`config.mk`:
```
export PLATFORM = sky130hd
export DESIGN_NAME = iob_axil2ibex_mem
export DESIGN_NICKNAME = d
export VERILOG_FILES = /design/src/rtl/iob_axil2ibex_mem_pkg.sv /design/src/rtl/iob_axil2ibex_mem_timeout.sv /design/src/rtl/iob_axil2ibex_mem.sv
export SDC_FILE = /design/constraint.sdc
export NUM_CORES = 1
export LEC_CHECK = 0
export ABC_AREA = 1
export BUFFER_PORTS_ARGS = -buffer_cell sky130_fd_sc_hd__buf_4
export CAP_MARGIN = 20
export CORE_AREA = 2 2 99 101
export CTS_CLUSTER_SIZE = 12
export DETAILED_ROUTE_END_ITERATION = 16
export DIE_AREA = 0 0 101 103
export GPL_TIMING_DRIVEN = 0
export PLACE_DENSITY = 0.78
export SETUP_SLACK_MARGIN = 0.5
export SYNTH_ARGS = -nofsm -noshare
export SYNTH_HDL_FRONTEND = slang
export SYNTH_SLANG_ARGS = --single-unit
```
`constraint.sdc`:
```
create_clock -name clk_i -period 1.7 [get_ports clk_i]
set_input_delay 0.085 -clock clk_i [delete_from_list [all_inputs] [get_ports clk_i]]
set_output_delay 0.085 -clock clk_i [all_outputs]
set_load 0.03 [all_outputs]
```
`src/rtl/iob_axil2ibex_mem_pkg.sv`:
```
// rtl/iob_axil2ibex_mem_pkg.sv - shared types and constants for the AXI4-Lite to Ibex data-port bridge
package iob_axil2ibex_mem_pkg;

  localparam int DATA_W = 32;

  localparam logic [1:0] OKAY   = 2'b00;
  localparam logic [1:0] SLVERR = 2'b10;
  localparam logic [1:0] DECERR = 2'b11;

  typedef enum logic [2:0] {
    IDLE,
    WR_REQ,
    WR_WAIT,
    B_RSP,
    RD_REQ,
    RD_WAIT,
    R_RSP
  } state_t;

endpackage

```
`src/rtl/iob_axil2ibex_mem_timeout.sv`:
```
// rtl/iob_axil2ibex_mem_timeout.sv - memory watchdog counter and drain flag for stray late responses
module iob_axil2ibex_mem_timeout #(
  parameter int TIMEOUT_CYC = 255
) (
  input  logic clk_i,
  input  logic rst_i,
  input  logic i_active,
  input  logic i_in_wait,
  input  logic i_mem_rvalid,
  output logic o_timeout,
  output logic o_drain
);

  localparam int CNT_W = $clog2(TIMEOUT_CYC + 1);

  logic [CNT_W-1:0] r_cnt;
  logic             r_drain;

  assign o_timeout = i_active && (r_cnt == CNT_W'(TIMEOUT_CYC));
  assign o_drain   = r_drain;

  always_ff @(posedge clk_i) begin
    if (rst_i) begin
      r_cnt   <= '0;
      r_drain <= 1'b0;
    end else begin
      if (!i_active) begin
        r_cnt <= '0;
      end else if (!o_timeout) begin
        r_cnt <= r_cnt + 1'b1;
      end
      // A response abandoned in WAIT may still arrive; swallow exactly one.
      if (o_timeout && i_in_wait && !i_mem_rvalid) begin
        r_drain <= 1'b1;
      end else if (r_drain && i_mem_rvalid) begin
        r_drain <= 1'b0;
      end
    end
  end

endmodule

```
`src/rtl/iob_axil2ibex_mem.sv`:
```
// rtl/iob_axil2ibex_mem.sv - AXI4-Lite subordinate driving a single-word Ibex req/gnt/rvalid data port
// Optional memory watchdog enabled by IOB_AXIL2IBEX_MEM_TIMEOUT_EN.
module iob_axil2ibex_mem
  import iob_axil2ibex_mem_pkg::*;
#(
  parameter int AXI_ADDR_W  = 32,
  parameter int MEM_ADDR_W  = 16,
  parameter int TIMEOUT_CYC = 255
) (
  input  logic                  clk_i,
  input  logic                  rst_i,
  input  logic                  awvalid_i,
  output logic                  awready_o,
  input  logic [AXI_ADDR_W-1:0] awaddr_i,
  input  logic                  wvalid_i,
  output logic                  wready_o,
  input  logic [DATA_W-1:0]     wdata_i,
  input  logic [3:0]            wstrb_i,
  output logic                  bvalid_o,
  input  logic                  bready_i,
  output logic [1:0]            bresp_o,
  input  logic                  arvalid_i,
  output logic                  arready_o,
  input  logic [AXI_ADDR_W-1:0] araddr_i,
  output logic                  rvalid_o,
  input  logic                  rready_i,
  output logic [DATA_W-1:0]     rdata_o,
  output logic [1:0]            rresp_o,
  output logic                  mem_req_o,
  output logic                  mem_we_o,
  output logic [3:0]            mem_be_o,
  output logic [MEM_ADDR_W-1:0] mem_addr_o,
  output logic [DATA_W-1:0]     mem_wdata_o,
  input  logic                  mem_gnt_i,
  input  logic                  mem_rvalid_i,
  input  logic [DATA_W-1:0]     mem_rdata_i,
  input  logic                  mem_err_i
);

  state_t                r_state, w_state_nxt;
  logic [MEM_ADDR_W-1:0] r_addr;
  logic [DATA_W-1:0]     r_wdata, r_rdata;
  logic [3:0]            r_be;
  logic                  r_we, r_last_rd;
  logic [1:0]            r_bresp, r_rresp;

  logic w_aw_oor, w_ar_oor, w_sel_wr, w_sel_rd, w_timeout, w_drain;
  logic [MEM_ADDR_W-1:0] w_aw_maddr, w_ar_maddr;

  if (MEM_ADDR_W < AXI_ADDR_W) begin : g_dec
    assign w_aw_oor = |awaddr_i[AXI_ADDR_W-1:MEM_ADDR_W];
    assign w_ar_oor = |araddr_i[AXI_ADDR_W-1:MEM_ADDR_W];
  end else begin : g_nodec
    assign w_aw_oor = 1'b0;
    assign w_ar_oor = 1'b0;
  end

  assign w_aw_maddr = awaddr_i[MEM_ADDR_W-1:0] & ~MEM_ADDR_W'(3);
  assign w_ar_maddr = araddr_i[MEM_ADDR_W-1:0] & ~MEM_ADDR_W'(3);

  // Round-robin: on a tie the type not served last wins.
  assign w_sel_wr = awvalid_i && wvalid_i && (!arvalid_i || r_last_rd);
  assign w_sel_rd = arvalid_i && !w_sel_wr;

`ifdef IOB_AXIL2IBEX_MEM_TIMEOUT_EN
  logic w_active, w_in_wait;
  assign w_in_wait = (r_state == WR_WAIT) || (r_state == RD_WAIT);
  assign w_active  = w_in_wait || (r_state == WR_REQ) || (r_state == RD_REQ);

  iob_axil2ibex_mem_timeout #(
    .TIMEOUT_CYC(TIMEOUT_CYC)
  ) u_timeout (
    .clk_i       (clk_i),
    .rst_i       (rst_i),
    .i_active    (w_active),
    .i_in_wait   (w_in_wait),
    .i_mem_rvalid(mem_rvalid_i),
    .o_timeout   (w_timeout),
    .o_drain     (w_drain)
  );
`else
  assign w_timeout = 1'b0;
  assign w_drain   = 1'b0;
`endif

  always_ff @(posedge clk_i) begin
    if (rst_i) r_state <= IDLE;
    else       r_state <= w_state_nxt;
  end

  always_comb begin
    w_state_nxt = r_state;
    awready_o   = 1'b0;
    wready_o    = 1'b0;
    arready_o   = 1'b0;
    bvalid_o    = 1'b0;
    rvalid_o    = 1'b0;
    mem_req_o   = 1'b0;
    case (r_state)
      IDLE: begin
        if (!w_drain) begin
          if (w_sel_wr) begin
            awready_o   = 1'b1;
            wready_o    = 1'b1;
            w_state_nxt = w_aw_oor ? B_RSP : WR_REQ;
          end else if (w_sel_rd) begin
            arready_o   = 1'b1;
            w_state_nxt = w_ar_oor ? R_RSP : RD_REQ;
          end
        end
      end
      WR_REQ: begin
        mem_req_o = !w_timeout;
        if (w_timeout)      w_state_nxt = B_RSP;
        else if (mem_gnt_i) w_state_nxt = WR_WAIT;
      end
      WR_WAIT: if (mem_rvalid_i || w_timeout) w_state_nxt = B_RSP;
      B_RSP: begin
        bvalid_o = 1'b1;
        if (bready_i) w_state_nxt = IDLE;
      end
      RD_REQ: begin
        mem_req_o = !w_timeout;
        if (w_timeout)      w_state_nxt = R_RSP;
        else if (mem_gnt_i) w_state_nxt = RD_WAIT;
      end
      RD_WAIT: if (mem_rvalid_i || w_timeout) w_state_nxt = R_RSP;
      R_RSP: begin
        rvalid_o = 1'b1;
        if (rready_i) w_state_nxt = IDLE;
      end
      default: w_state_nxt = IDLE;
    endcase
  end

  always_ff @(posedge clk_i) begin
    if (rst_i) begin
      r_addr    <= '0;
      r_wdata   <= '0;
      r_rdata   <= '0;
      r_be      <= '0;
      r_we      <= 1'b0;
      r_last_rd <= 1'b1;
      r_bresp   <= OKAY;
      r_rresp   <= OKAY;
    end else begin
      case (r_state)
        IDLE: begin
          if (awready_o) begin
            r_addr    <= w_aw_maddr;
            r_wdata   <= wdata_i;
            r_be      <= wstrb_i;
            r_we      <= 1'b1;
            r_last_rd <= 1'b0;
            r_bresp   <= w_aw_oor ? DECERR : OKAY;
          end else if (arready_o) begin
            r_addr    <= w_ar_maddr;
            r_be      <= 4'hF;
            r_we      <= 1'b0;
            r_last_rd <= 1'b1;
            r_rresp   <= w_ar_oor ? DECERR : OKAY;
            r_rdata   <= '0;
          end
        end
        WR_REQ: if (w_timeout) r_bresp <= SLVERR;
        WR_WAIT: begin
          if (mem_rvalid_i)   r_bresp <= mem_err_i ? SLVERR : OKAY;
          else if (w_timeout) r_bresp <= SLVERR;
        end
        RD_REQ: if (w_timeout) r_rresp <= SLVERR;
        RD_WAIT: begin
          if (mem_rvalid_i) begin
            r_rresp <= mem_err_i ? SLVERR : OKAY;
            r_rdata <= mem_rdata_i;
          end else if (w_timeout) begin
            r_rresp <= SLVERR;
          end
        end
        default: ;
      endcase
    end
  end

  assign bresp_o     = r_bresp;
  assign rresp_o     = r_rresp;
  assign rdata_o     = r_rdata;
  assign mem_we_o    = r_we;
  assign mem_be_o    = r_be;
  assign mem_addr_o  = r_addr;
  assign mem_wdata_o = r_wdata;

endmodule

```
; ---- After elaboration in Yosys (flattened, before gate mapping)
; Index checks and enable logic that the tools add are counted.
[op_classes]
n_mux = 40
eq_ne = 16
n_reduce_logical = 18
[op_table]
columns = op, n
row1 = $mux W32, 3
row2 = $pmux W32 S2, 1
row3 = $mux W16, 2
row4 = $reduce_or A16 Y1, 2
row5 = $mux W3, 8
row6 = $pmux W3 S7, 1
row7 = $mux W2, 9
row8 = $ne A2 B2 Y1 const B, 9
row9 = $mux W1, 12
row10 = $eq A3 B3 Y1 const B, 3
row11 = $mux W4, 2
row12 = $pmux W2 S2, 2
row13 = $reduce_and A7 Y1, 1
row14 = $eq A3 B2 Y1 const B, 2
row15 = $reduce_bool A2 Y1, 3
row16 = $reduce_and A2 Y1, 2
row17 = $reduce_and A4 Y1, 1
row18 = $eq A3 B1 Y1 const B, 1
row19 = $logic_and A1 B1 Y1, 3
row20 = $logic_not A3 Y1, 1
row21 = $ne A3 B3 Y1 const B, 1
row22 = $reduce_and A3 Y1, 1
row23 = $logic_not A1 Y1, 2
row24 = $reduce_or A2 Y1, 1
row25 = $logic_or A1 B1 Y1, 1
[totals]
register_bits = 93
output_inout_bits = 95

; ---- Depth between registers and ports, before layout
[logic_depth]
depth_word = 11
mapped_depth = 13
mapped_depth_nobuf = 10

; ---- Worst setup path before layout
; Ideal clock, no wire load.
[synth_timing]
path_kind = reg-to-reg
from = reg r_state[2]
to = reg r_state[1]
stages_incl_launch_ff = 10
slack_ps = 142
n_path_buf = 0
t_required_ps = 1630
t_arrival_ps = 1487
setup_ps = 70
path_cell_list = dfxtp_1 inv_2 nand2_1 nor2_1 nand2_1 inv_1 nor2_1 nand2_1 nand2_1 a21oi_1
[synth_via]
elab_chain_cells = 3
word_cells_on_any_way = 16
cone_classes = 13 x eq/ne / 1 x mux / 2 x reduce/logical
[synth_rtl]
columns = item, line_no
row1 = from (decl), iob_axil2ibex_mem.sv:40  ; state_t r_state, w_state_nxt;
row2 = from (signal assigned), iob_axil2ibex_mem.sv:88  ; else r_state <= w_state_nxt;
row3 = $eq A3 B2 Y1 (tied with other cells), iob_axil2ibex_mem.sv:99  ; case (r_state)
row4 = $ne A2 B2 Y1 (no source line) / $ne A3 B3 Y1 (equally long branches), n/a
row5 = $reduce_and A7 Y1 (no source line), n/a
; Parallel ways exist; a longest one is shown, timed or not.
; A chain may end at the register's enable or synchronous reset.

; ---- Worst setup path after layout
[layout_timing]
from = reg r_state[0]
to = reg r_addr[3] (netlist: mem_addr_o[3])
[layout_via]
elab_chain_cells = 4
word_cells_on_any_way = 6
cone_classes = 3 x mux / 3 x reduce/logical
[layout_rtl]
columns = item, line_no
row1 = $logic_not A3 Y1 *, "iob_axil2ibex_mem.sv:99, iob_axil2ibex_mem.sv:147"
row2 = $mux W1, iob_axil2ibex_mem.sv:99
row3 = $reduce_bool A2 Y1 (no source line), n/a
row4 = $reduce_and A2 Y1 (no source line), n/a
row5 = to (signal assigned), iob_axil2ibex_mem.sv:150  ; r_addr <= w_aw_maddr;
row6 = to (signal assigned), iob_axil2ibex_mem.sv:157  ; r_addr <= w_ar_maddr;
row7 = to (decl), iob_axil2ibex_mem.sv:41  ; logic [MEM_ADDR_W-1:0] r_addr;
; Every way passes the cells marked *; elsewhere a longest branch is shown, timed or not.

==> results.tsv <==
metric	value	unit
max-slew violation count	0	
worst setup margin	-0.006267	ns
Req. time, crit path	1.98	ns
outcome	finished, violations left	
Final ANT Viol Nets	0	
core area	9459	sq um
Reg2Reg Depth	11	
clk sinks	91	
final hold violations	0	
synth warn	0	
Initial Util	41.35	%
Synth cell types	26	
clk slew on worst S/H paths	0.09	ns
Relative slew margins	39.84	%
height of the die	103	um
critical path class	register to register	
share of cells above drive strength 1	47.10	%
cell count after placement	909	
fin nets	1052	
f_max	586.1	MHz
period utilization	100.4	%
mean routed wirelength per cell	17.81	um
Clock Skew	0.01188	ns
synthesized flop and latch total	91	
Worst-Margin Slew	0.9025	ns
worst hold path depth	3	
initial antenna violation count	0	
clk root buf	clkbuf_8	
fin crit period	1.706	ns
non-filler cells, final	1029	
post-synthesis cell area	3911	sq um
CTS tree	yes	
number of global-route vias before repair	4977	
crit start category	register	
worst-path fanout max	6	
largest net degree at the start of global routing	16	
reg2reg setup slack	-0.006	ns
grt total ovfl	0	
unrepaired setup endpoints after global routing	yes	
Hold Path Class	primary input to register	
syn_area_per_cell	6.935	sq um
Antenna diodes	0	
final wirelength	18330	um
Cell Pwr Density	1547	nW/um^2
fill cell count	524	
Max-Cap Viols	0	
Vias per Instance	5.155	
post-detail-place hpwl	9476	um
fin util	81.89	%
worst path arrival time	1.99	ns
Crit. End Element	register	
first-pass GRT wire length	23360	um
I/O Buffers	230	
DRC Markers	0	
Peak VDD IR	0.0009250	V
total track usage	28.82	%
Die ar.	10400	sq um
Final setup viols	3	
Initial DRC Count	270	
row count	36	
CTS Buf Count	9	
clock latency on the worst-skew pair	0.36	ns
H-tree depth	3	
gpl congestion	0.8751	
Die Wd	101	um
synthesis-to-finish area growth	98.05	%
P_leak	0.003676	uW
post-synthesis sequential area ratio	46.58	%
IO Pins	237	
Synth Instances	564	
failing checks	setup timing	
Via Count	5305	
1st-pass router iterations	4	
worst-case clock buffer depth	2	
## report_power, final
| group | total [uW] | switching, uW | internal, uW |
|---|---|---|---|
| clock | 1580 | 849 | 734 |
| combinational | 7210 | 3920 | 3290 |
| sequential | 3190 | 439 | 2750 |
| total | 12000 | 5210 | 6780 |
## registers in the layout (all words and copies together) (netlist names)
register     cells
mem_wdata_o     32
rdata_o         32
mem_addr_o      14
mem_be_o         4
r_state          3
bresp_o          2
rresp_o          2
mem_we_o         1
r_last_rd        1
## worst paths after layout
check	endpoint	startpoint
max	mem_addr_o[3]	r_state[0]
min	mem_addr_o[8]	araddr_i[8]
max reg2reg	mem_addr_o[3]	r_state[0]
min reg2reg	bresp_o[0]	bresp_o[0]
## cells in the final DEF (no fill, tap or decap), types with 2 or more instances in the layout
cell type	synthesis	routed
dfxtp_2	0	2
nand2_2	12	32
nand3_1	6	4
dfxtp_1	91	88
clkbuf_16	0	4
o211ai_1	2	2
dlygate4sd3_1	0	51
buf_2	7	2
inv_1	13	10
o21ai_2	0	17
clkbuf_1	13	9
a21oi_2	0	2
clkbuf_8	0	10
nor2_1	160	139
a21oi_1	9	6
buf_12	0	7
nand3_2	0	2
nor2_4	1	4
nor2_2	1	19
buf_4	6	248
buf_6	8	27
a31oi_1	14	13
clkinv_2	0	2
o21ai_4	0	6
o221a_4	0	4
nand2_4	2	5
buf_8	0	14
inv_6	0	3
buf_16	0	4
nand2_1	166	143
inv_8	0	2
conb_1	1	2
o21ai_0	37	13
inv_4	1	4
## final cells by class
class                           count  area (sq um)  area share (%)
Timing Repair Buffer              334          2970           38.35
Inverter                           19         98.84           1.276
Tap cell                          114         142.6           1.841
Multi-Input combinational cell    421          2153           27.80
Clock buffer                       11         141.4           1.825
Clock inverter                      5         60.06          0.7753
Sequential cell                    91          1828           23.60
Buffer                             34         351.6           4.539
## routing by layer
| layer | wire (um) | track usage, % |
|---|---|---|
| met4 | 854 | 14.45 |
| met3 | 1693 | 7.390 |
| met5 | 0 | 0 |
| met1 | 6521 | 29.93 |
| met2 | 9259 | 53.85 |
## cells in the mapped netlist
cell type  count  area share, %
nor3_2         1           0.26
nor2_1       160             15
o221a_2        4            1.2
nand3_1        6           0.77
nand4_1        1           0.16
nand2_4        2           0.58
inv_1         13            1.2
nor3_1         2           0.26
a21oi_1        9            1.2
a31oi_1       14            2.2
clkbuf_1      13            1.2
o211ai_1       2           0.38
nor2_4         1           0.29
buf_6          8            2.3
buf_2          7           0.90
inv_4          1           0.16
conb_1         1          0.096
dfxtp_1       91             47
o21ai_0       37            4.7
nand2_1      166             16
inv_2          4           0.38
buf_4          6            1.2
clkinv_1       1          0.096
nand2_2       12            1.9
nor2_2         1           0.16
nor2_8         1           0.51
## repair_timing
item | 4_1_cts | 5_1_grt
endpoints found under the setup margin | 97 | 97
hold endpoints to repair | 46 | 1
pin swaps | 48 | 34
cloned | 9 | 4
hold buffers | 50 | 1
buffers inserted | 31 | 9
gates resized for setup | 157 | 35
## critical path, stage by stage, from the launching register on
cell       delay [ns]
dfxtp_2          0.33
buf_6            0.12
nor2_4           0.10
nand2_4          0.08
inv_2            0.07
nand2_2          0.07
buf_6            0.14
inv_8            0.05
buf_6            0.15
bufbuf_16        0.27
nand2_1          0.08
a31oi_1          0.19
## cells by family (layout without fill, tap and decap cells)
logic type | after synthesis | count (layout) | synth area share (%)
AND/OR/NAND/NOR | 353 | 353 | 36.18
flip-flops | 91 | 91 | 46.58
AO/OA/AOI/OAI | 66 | 66 | 9.661
buffers and inverters | 53 | 403 | 7.486
other | 1 | 2 | 0.09588
## per-stage QoR
step                      setup slack [ns]  hold slack [ns]  area (sq um)  total power (uW)   TNS (ns)
after floorplan                     0.2709           0.2289          3976              6346          0
after global placement            -0.03583           0.3344          5846              7930    -0.3164
after detailed placement          -0.06476           0.3484          5846              8046    -0.5531
after CTS                        -0.003991        0.0009824          7453             11220  -0.003991
after global routing              -0.06821         0.006486          7746             12510    -0.3183
final                            -0.006267          0.01120          7746             11990   -0.01340
(Power assumes the default switching activity.)
